$ cat config.mk
export PLATFORM = sky130hd
export DESIGN_NAME = ldst_agu
export DESIGN_NICKNAME = d
export VERILOG_FILES = /design/src/rtl/ldst_agu.sv
export SDC_FILE = /design/constraint.sdc
export NUM_CORES = 1
export LEC_CHECK = 0
export CAP_MARGIN = 5
export CORE_AREA = 2 2 181 183
export DETAILED_ROUTE_END_ITERATION = 8
export DIE_AREA = 0 0 183 185
export GPL_ROUTABILITY_DRIVEN = 0
export PLACE_DENSITY = 0.68
export SYNTH_ARGS = -nofsm -noshare
export SYNTH_HDL_FRONTEND = slang
export SYNTH_SLANG_ARGS = --single-unit
$ cat constraint.sdc
create_clock -name clk -period 6.85 [get_ports clk]
set_input_delay 2.055 -clock clk [delete_from_list [all_inputs] [get_ports clk]]
set_output_delay 2.055 -clock clk [all_outputs]
set_load 0.03 [all_outputs]
$ cat src/rtl/ldst_agu.sv
// ldst_agu: load/store address-generation unit with a single outstanding op.
// Takes one LDUR/STUR micro-op at a time, forms base+offset, optionally
// rejects misaligned addresses, issues one data-memory request with a
// req/ack handshake, and returns a completion record with a valid/ready
// handshake.
//
// Ports:
//   clk, reset          clock, synchronous active-high reset
//   in_valid/in_ready   micro-op offer / accept (in_ready only in IDLE)
//   in_is_load          1 = LDUR, 0 = STUR
//   in_base, in_offset  Rn value and sign-extended DAddr9 offset
//   in_wdata, in_rd     store data and register index
//   mem_req/mem_ack     memory request strobe / completion
//   mem_we, mem_addr    write enable and address of the request
//   mem_wdata           store data (0 for loads)
//   mem_rdata           read data, valid with mem_ack
//   out_valid/out_ready completion record offer / accept
//   out_rd, out_data    register index and load data (0 for stores/misaligned)
//   out_is_load         completing op was a load
//   out_misalign        op aborted for misalignment
module ldst_agu #(
  parameter bit ALIGN_CHECK = 1'b1
) (
  input  logic        clk,
  input  logic        reset,
  input  logic        in_valid,
  output logic        in_ready,
  input  logic        in_is_load,
  input  logic [63:0] in_base,
  input  logic [63:0] in_offset,
  input  logic [63:0] in_wdata,
  input  logic [4:0]  in_rd,
  output logic        mem_req,
  output logic        mem_we,
  output logic [63:0] mem_addr,
  output logic [63:0] mem_wdata,
  input  logic        mem_ack,
  input  logic [63:0] mem_rdata,
  output logic        out_valid,
  input  logic        out_ready,
  output logic [4:0]  out_rd,
  output logic [63:0] out_data,
  output logic        out_is_load,
  output logic        out_misalign
);

  localparam int unsigned DW = 64;
  localparam int unsigned RW = 5;

  typedef enum logic [1:0] {
    S_IDLE = 2'd0,
    S_REQ  = 2'd1,
    S_RESP = 2'd2
  } state_t;

  state_t          r_state;
  logic [DW-1:0]   r_addr;
  logic            r_we;
  logic [DW-1:0]   r_wdata;
  logic [RW-1:0]   r_rd;
  logic            r_is_load;
  logic [DW-1:0]   r_data;
  logic            r_misalign;
  logic            r_mem_req;
  logic            r_out_valid;

  logic [DW-1:0]   w_addr;
  logic            w_misalign;

  // Effective address; the carry out of bit 63 is dropped.
  assign w_addr     = DW'(in_base + in_offset);
  assign w_misalign = ALIGN_CHECK && (w_addr[2:0] != 3'd0);

  // Controller: one op in flight, IDLE -> (REQ ->) RESP -> IDLE.
  always_ff @(posedge clk) begin
    if (reset) begin
      r_state     <= S_IDLE;
      r_addr      <= '0;
      r_we        <= 1'b0;
      r_wdata     <= '0;
      r_rd        <= '0;
      r_is_load   <= 1'b0;
      r_data      <= '0;
      r_misalign  <= 1'b0;
      r_mem_req   <= 1'b0;
      r_out_valid <= 1'b0;
    end else begin
      case (r_state)
        S_IDLE: begin
          if (in_valid) begin
            r_addr    <= w_addr;
            r_we      <= ~in_is_load;
            r_wdata   <= in_is_load ? '0 : in_wdata;
            r_rd      <= in_rd;
            r_is_load <= in_is_load;
            r_data    <= '0;
            if (w_misalign) begin
              // Misaligned ops bypass memory and complete immediately.
              r_misalign  <= 1'b1;
              r_out_valid <= 1'b1;
              r_state     <= S_RESP;
            end else begin
              r_misalign <= 1'b0;
              r_mem_req  <= 1'b1;
              r_state    <= S_REQ;
            end
          end
        end
        S_REQ: begin
          if (mem_ack) begin
            r_data      <= r_is_load ? mem_rdata : '0;
            r_mem_req   <= 1'b0;
            r_out_valid <= 1'b1;
            r_state     <= S_RESP;
          end
        end
        S_RESP: begin
          if (out_ready) begin
            r_out_valid <= 1'b0;
            r_state     <= S_IDLE;
          end
        end
        default: begin
          r_state     <= S_IDLE;
          r_mem_req   <= 1'b0;
          r_out_valid <= 1'b0;
        end
      endcase
    end
  end

  // in_ready is a decode of the state register so it is high right after reset.
  assign in_ready     = (r_state == S_IDLE);
  assign mem_req      = r_mem_req;
  assign mem_we       = r_we;
  assign mem_addr     = r_addr;
  assign mem_wdata    = r_wdata;
  assign out_valid    = r_out_valid;
  assign out_rd       = r_rd;
  assign out_data     = r_data;
  assign out_is_load  = r_is_load;
  assign out_misalign = r_misalign;

endmodule

## Yosys cells after proc, flatten, opt, wreduce, memory -nomap -nowiden

Index checks and enable logic that the tools add are counted.
Widths: inputs -> output; s select.

- Word-level logic and storage cells: 48
- Bits in writable memories: 0
- Memories: 0
- Input port bits: 267
- Output and inout bits: 203
- Bits in registers: 204
- Bits in latches: 0
- ROM bits: 0

- Divide/modulo/power cells: 0
- Add/subtract/negate cells: 1
- Reductions and logical operators: 8
- Bitwise logic cells: 2
- Multipliers: 0
- Magnitude comparators: 0
- Equal/unequal tests: 7
- Shift operators: 0
- Multiplexer cells: 20

Operators with widths:

| cell | count |
|---|---|
| $mux 64 | 4 |
| $pmux 64 s2 | 1 |
| $add 64x64->64 | 1 |
| $mux 1 | 8 |
| $mux 2 | 4 |
| $ne 2x2->1 const B | 4 |
| $reduce_and 4->1 | 2 |
| $pmux 1 s3 | 2 |
| $pmux 2 s3 | 1 |
| $reduce_and 3->1 | 2 |
| $reduce_bool 3->1 | 1 |
| $eq 2x1->1 const B | 1 |
| $eq 2x2->1 const B | 1 |
| $logic_not 2->1 | 1 |
| $ne 2x1->1 const B | 1 |
| $not 1->1 | 2 |
| $reduce_and 2->1 | 1 |
| $reduce_bool 2->1 | 1 |

## Logic depth before layout (Yosys ltp)

Gate-level depths: netlist of run 1.

- Word-level depth: 5
- Mapped depth: 12
- Mapped depth without buffers: 12

## Worst setup path after synthesis of run 1

Ideal clock, no wire load.

- Kind: input to register
- From: in in_base[0]
- To: reg r_addr[58], in the netlist mem_addr[58]
- Buffers on the path: 0
- Library setup time: 0.093 ns
- Required time: 6.757 ns
- Setup slack: 2.354 ns
- Arrival: 4.403 ns
- Stages on the path: 12
- Cell sequence: ha_1 > fa_1 > a21oi_1 > o22ai_1 > o31ai_4 > o21ai_4 > a21oi_2 > nor3_2 > a211oi_4 > o21ai_2 > a211o_1 > o311ai_2

- Word-level cells in the longest chain between the ends: 1

Ends and longest elaborated chain:

| element | line | source |
|---|---|---|
| start, declared | 29 | `input logic [63:0] in_base,` |
| $add 64x64->64 | 71 | `assign w_addr = DW'(in_base + in_offset);` |
| end signal, assigned | 91 | `r_addr <= w_addr;` |
| end, declared | 57 | `logic [DW-1:0] r_addr;` |

No other way between the ends.
A chain may end at the register's enable or synchronous reset.

## Final worst setup path of run 1

Ends and elaborated chain as after synthesis.

==> summary.txt, run 1 <==
Outcome - completed
Fraction of registers with async set/reset - 0%
Final Power - 0.00373 W
Sw frac - 31.1%
#FFs+latches synth - 204
Crit path max-delay family - compound AO/OA/AOI/OAI gates
Crit Path Class - input port to flop
Initial antenna violation count - 0
Least-Margin Pin Slew - 1.12 ns
Highest-count cells in the layout ignoring fill and taps - 467 x clkdlybuf4s50_1, 279 x nand2_1, 249 x a21oi_1, 204 x dfxtp_1, 81 x nand3_1
# clock sinks - 204
PD cells - 221 nW/um^2
Total GRT Usage - 23.0%
Yosys warning count - 0
Die H - 185 um
Vias in the first global route - 11391
Cts hold-fix bufs - 0
CP endpoint kind - flop
R2R cell count - 4
Top FF cell, synth - dfxtp_1
Post-synth EDFFs - 0
Layout filler cell count - 3041
Place WS - 1.52 ns
Initial Utilization - 35.0%
Resized cells post-CTS - 0
Slew Limit Fails - 0
Area growth from synthesis to layout - 50.8%
Number of max-cap violations - 0
CTS tree - done
DRT Pass-1 Iters - 5
H-Tree Depth - 1
PortBufs - 469
Proportion of layout cells with a drive suffix above 1 - 4.47%
Final wirelength - 41400 um
Number of stages on the worst setup path - 13
Initial DRC count - 726
First-pass GRT wire length - 63100 um
Leak pwr - 6.22 nW
GRT Residual Overflow - 0
Mapped Nets - 1774
Largest fanout on the critical path - 6
Rel. slew slack - 25.3%
Vias post-DR - 11963
Dpl cells - 2221
DRC violations left - 0
Flop pwr share - 34.6%
Number of cell rows - 66
Core area - 32000 um^2
Worst hold path class - flop to flop
Int Pwr - 0.00257 W
Share of the yosys chip area belonging to registers - 36.4%
Critical-path top delay cell - clkdlybuf4s50_1
Post-route ant nets - 0
WP buf/inv - 1
Clock Skew - 0.00921 ns
Synth area leaders - dfxtp_1 36%, a21oi_1 11%, nand2_1 9.4%
Net count reported at finish - 2170
FMAX - 0.205 GHz
Avg Cell Area, Syn - 7.77 um^2
Synth Cell Area - 11200 um^2
Final setup vio count - 0
Final Hold Vio Count - 0
Required time worst endpoint - 7.27 ns
Synth top area share - 36.4%
Die X-Extent - 183 um
Peak supply drop - 163 uV
Synth cell types - 75
Cell Count, Final, Fillers Out - 2263
Vias per std cell - 5.29
Setup TNS Final - 0 ns
Reg clk slew, reported paths - 0.06 ns
Worst path max stage delay - 0.45 ns
Net switching power - 0.00116 W
DP Wirelength - 30200 um
Synth Instances - 1443
Clock Power Share - 36.8%
Finished Core Util - 52.8%
Hold depth - 2
Largest net degree at the start of global routing - 131
Number of buffers added for setup after CTS - 0
WL/cell - 18.3 um
CTS Buf Count - 24
Most common cell after layout, fill and taps aside - clkdlybuf4s50_1
Period minus WS final - 4.87 ns
CP Data Arrival Time - 5.29 ns
RSZ-0062 raised after global routing - no
Tcrit/Tclk final - 71.0%
Clk buf depth - 3
Kind of start point of the critical path - input port
DIE AREA - 33900 um^2
Combinational share of power - 28.5%
Setup WS post-layout - 1.98 ns
Area leader, netlist - dfxtp_1
Clk root buf - clkbuf_16
Antenna cells - 0
R2r setup slk - 4.17 ns
Clk Latency, worst-skew pair - 0.51 ns
Crit-path cells - clkdlybuf4s50_1, ha_1, fa_1, a21oi_1, o22ai_1, o31ai_4, o21ai_4, a21oi_2, nor3_2, a211oi_4, o21ai_2, a211o_1, o311ai_2
# IOs - 470
metal layers:
layer  global-route usage [%]  up-vias  wire [um]
li1                         -     5849          -
met1                     28.8     5595      17500
met4                     6.69        0       1170
met5                        0        -          0
met3                     4.01       72       2630
met2                     40.5      447      20100
layout make-up:
cell class / count / area [um^2] / share of cell area, %
clock buffers: 34 / 699 / 4.14
multi-input cells: 1114 / 6660 / 39.4
repair buffers: 475 / 4740 / 28.0
clock inverters: 8 / 146 / 0.866
inverters: 20 / 75.1 / 0.444
flip-flops and latches: 204 / 4080 / 24.2
well taps: 408 / 510 / 3.02
worst reg2reg max path: stages (launching register included):
cell      delay [ns]
dfxtp_1         0.40
nor2_1          0.31
and2_4          0.91
nand2b_1        0.59
o311ai_2        0.39
cells by family after synthesis:
group | count (synthesis) | share of synthesized area (%)
compound gates | 433 | 23.7
xor+xnor | 58 | 4.53
fa+ha+maj | 64 | 7.21
buf+inv | 125 | 4.40
flops | 204 | 36.4
mux | 4 | 0.368
simple gates | 555 | 23.4
synthesized netlist by cell type (2+ instances only):
library cell / number
a221o_1: 2
o22ai_1: 2
a31oi_1: 12
a21boi_0: 3
nand2_1: 280
xor2_1: 25
buf_1: 6
nand3_1: 81
o21ai_1: 15
o21ai_0: 34
nor2_1: 58
o21a_1: 4
nor3_1: 11
dfxtp_1: 204
or2_2: 2
o221ai_1: 2
a221oi_1: 3
nand2b_1: 5
nor3_2: 2
and3_1: 7
a41oi_2: 2
nor2b_1: 6
nand4_1: 21
xnor2_1: 33
inv_1: 20
clkbuf_1: 90
a21boi_1: 2
nor4_1: 2
o211ai_1: 6
and2_1: 7
buf_2: 7
nand3b_1: 64
o21ai_2: 2
a211oi_1: 6
a21o_1: 40
a21oi_2: 4
buf_6: 2
mux2i_1: 3
o21bai_1: 19
ha_1: 63
a21oi_1: 249
and4_1: 3
nand2_2: 2
worst paths after layout:
| path | startpoint | endpoint |
|---|---|---|
| min | mem_addr[59] | mem_addr[59] |
| min reg2reg | mem_addr[59] | mem_addr[59] |
| max reg2reg | r_state[1] | mem_addr[58] |
| max | in_base[0] | mem_addr[58] |
power by group through the flow:
stage          logic [W]  clock network [W]  registers [W]
2_1_floorplan   0.000491                  0        0.00144
3_3_place_gp     0.00105                  0        0.00132
3_5_place_dp     0.00106                  0        0.00132
4_1_cts          0.00106            0.00141        0.00129
5_1_grt          0.00115            0.00146        0.00130
6_report         0.00106            0.00138        0.00129
registers in the layout, indices dropped and copies added (netlist names), 2 cells and up:
name	count
mem_wdata	64
out_rd	5
r_state	2
out_data	64
mem_addr	64
stage by stage:
stage / area (um^2) / hold slack [ns]
2_1_floorplan: 11200 / 0.500
3_5_place_dp: 16100 / 0.440
3_3_place_gp: 16100 / 0.437
4_1_cts: 16900 / 0.449
5_1_grt: 16900 / 0.456
6_report: 16900 / 0.444
(Power assumes the default switching activity.)
==> run 2, diff against run 1 <==
clock period = 5.1 ns   (was 6.85 ns; I/O delays follow)
==> summary.txt, run 2 (synthesis results as in run 1) <==
Number of buffers added for setup after CTS - 0
CTS Buf Count - 24
Peak supply drop - 226 uV
Most used cell, CP - a21oi_1
DRC violations left - 0
Critical-path top delay cell - a31oi_1
Finished Core Util - 52.9%
CTS tree - done
Clk Latency, worst-skew pair - 0.53 ns
Total GRT Usage - 22.5%
Initial DRC count - 804
CP Data Arrival Time - 4.71 ns
Required time worst endpoint - 5.49 ns
Initial Utilization - 35.0%
Proportion of layout cells with a drive suffix above 1 - 4.73%
Initial antenna violation count - 1
Clk root buf - clkbuf_16
Kind of start point of the critical path - input port
RSZ-0062 raised after global routing - no
First-pass GRT wire length - 61500 um
H-Tree Depth - 1
WL/cell - 17.9 um
Vias in the first global route - 11294
Resized cells post-CTS - 0
Number of max-cap violations - 0
Crit Path Class - input port to flop
# IOs - 470
Slew Limit Fails - 0
Die X-Extent - 183 um
Vias post-DR - 11974
CP endpoint kind - flop
Cts hold-fix bufs - 0
Period minus WS final - 4.32 ns
Rel. slew slack - 29.5%
Die H - 185 um
PD cells - 294 nW/um^2
Largest net degree at the start of global routing - 99
Worst hold path class - flop to flop
Leak pwr - 6.24 nW
Number of cell rows - 66
Reg clk slew, reported paths - 0.06 ns
Setup TNS Final - 0 ns
Crit-path cells - clkdlybuf4s50_1, ha_1, a21oi_1, o211ai_2, a31oi_1, nand4_1, o211ai_1, o221ai_2, a41oi_2, a21oi_1, mux2i_1, o22ai_1
Clk buf depth - 3
R2r setup slk - 2.79 ns
WP buf/inv - 1
Largest fanout on the critical path - 4
DIE AREA - 33900 um^2
Worst path max stage delay - 0.48 ns
Crit path max-delay family - compound AO/OA/AOI/OAI gates
Final setup vio count - 0
Final Power - 0.00498 W
Outcome - completed
PortBufs - 469
Clock Skew - 0.0146 ns
FMAX - 0.232 GHz
Tcrit/Tclk final - 84.7%
Highest-count cells in the layout ignoring fill and taps - 467 x clkdlybuf4s50_1, 279 x nand2_1, 249 x a21oi_1, 204 x dfxtp_1, 81 x nand3_1
DP Wirelength - 30200 um
Area growth from synthesis to layout - 51.1%
Net count reported at finish - 2174
Core area - 32000 um^2
Least-Margin Pin Slew - 1.06 ns
Most common cell after layout, fill and taps aside - clkdlybuf4s50_1
Final Hold Vio Count - 0
Post-route ant nets - 0
Vias per std cell - 5.27
Final wirelength - 40700 um
DRT Pass-1 Iters - 5
# clock sinks - 204
GRT Residual Overflow - 0
run 2: changes by cell type in the layout (fill, tap and decap cells not counted):
| cell | delta |
|---|---|
| buf_12 | +2 |
| diode_2 | +2 |
| inv_6 | -1 |
| clkinv_2 | +4 |
| clkinv_8 | +1 |
| clkbuf_8 | -2 |
| buf_4 | +2 |
| clkbuf_16 | -1 |
run 2: per-stage QoR:
step | instances | area [um^2] | setup WS [ns] | hold slack [ns]
detailed placement | 2225 | 16100 | 0.326 | 0.438
global placement | 2225 | 16100 | 0.370 | 0.436
CTS | 2268 | 16900 | 0.865 | 0.446
floorplan | 1443 | 11200 | 1.13 | 0.500
finish | 2270 | 16900 | 0.782 | 0.443
global route | 2269 | 16900 | 0.653 | 0.460
run 2: final timing paths:
path / start / cells after the start / end
worst max-delay path: in_base[1] / 12 / mem_addr[63]
worst min-delay path: mem_addr[59] / 2 / mem_addr[59]
worst max register to register: r_state[1] / 4 / mem_addr[58]
worst min register to register: mem_addr[59] / 2 / mem_addr[59]
run 2: power by group:
| part | total [W] | switching [W] | leakage (nW) | internal [W] |
|---|---|---|---|---|
| registers | 0.00174 | 0.0000506 | 1.66 | 0.00169 |
| clock network | 0.00181 | 0.000711 | 0.403 | 0.00110 |
| logic | 0.00143 | 0.000809 | 4.18 | 0.000625 |
| total | 0.00498 | 0.00157 | 6.24 | 0.00341 |
run 2: area by class of cell:
class,count,area [um^2]
clock inverters,12,174
fillers,3038,15100
repair buffers,479,4790
inverters,20,75.1
flip-flops and latches,204,4080
well taps,408,510
diodes,2,5.00
multi-input cells,1114,6660
clock buffers,31,647
run 2: worst reg2reg max path: cells and delay by family, from the launching register on:
kind	cells	cell delay, ns
flops	1	0.40
simple gates	3	1.45
compound gates	1	0.37
run 2: per-layer routing:
metal	vias to the layer above	track usage, %	wire [um]
met5	-	0	0
met4	0	9.15	1610
met3	83	3.79	2760
met2	482	38.8	19400
met1	5542	27.8	16900
li1	5867	-	-
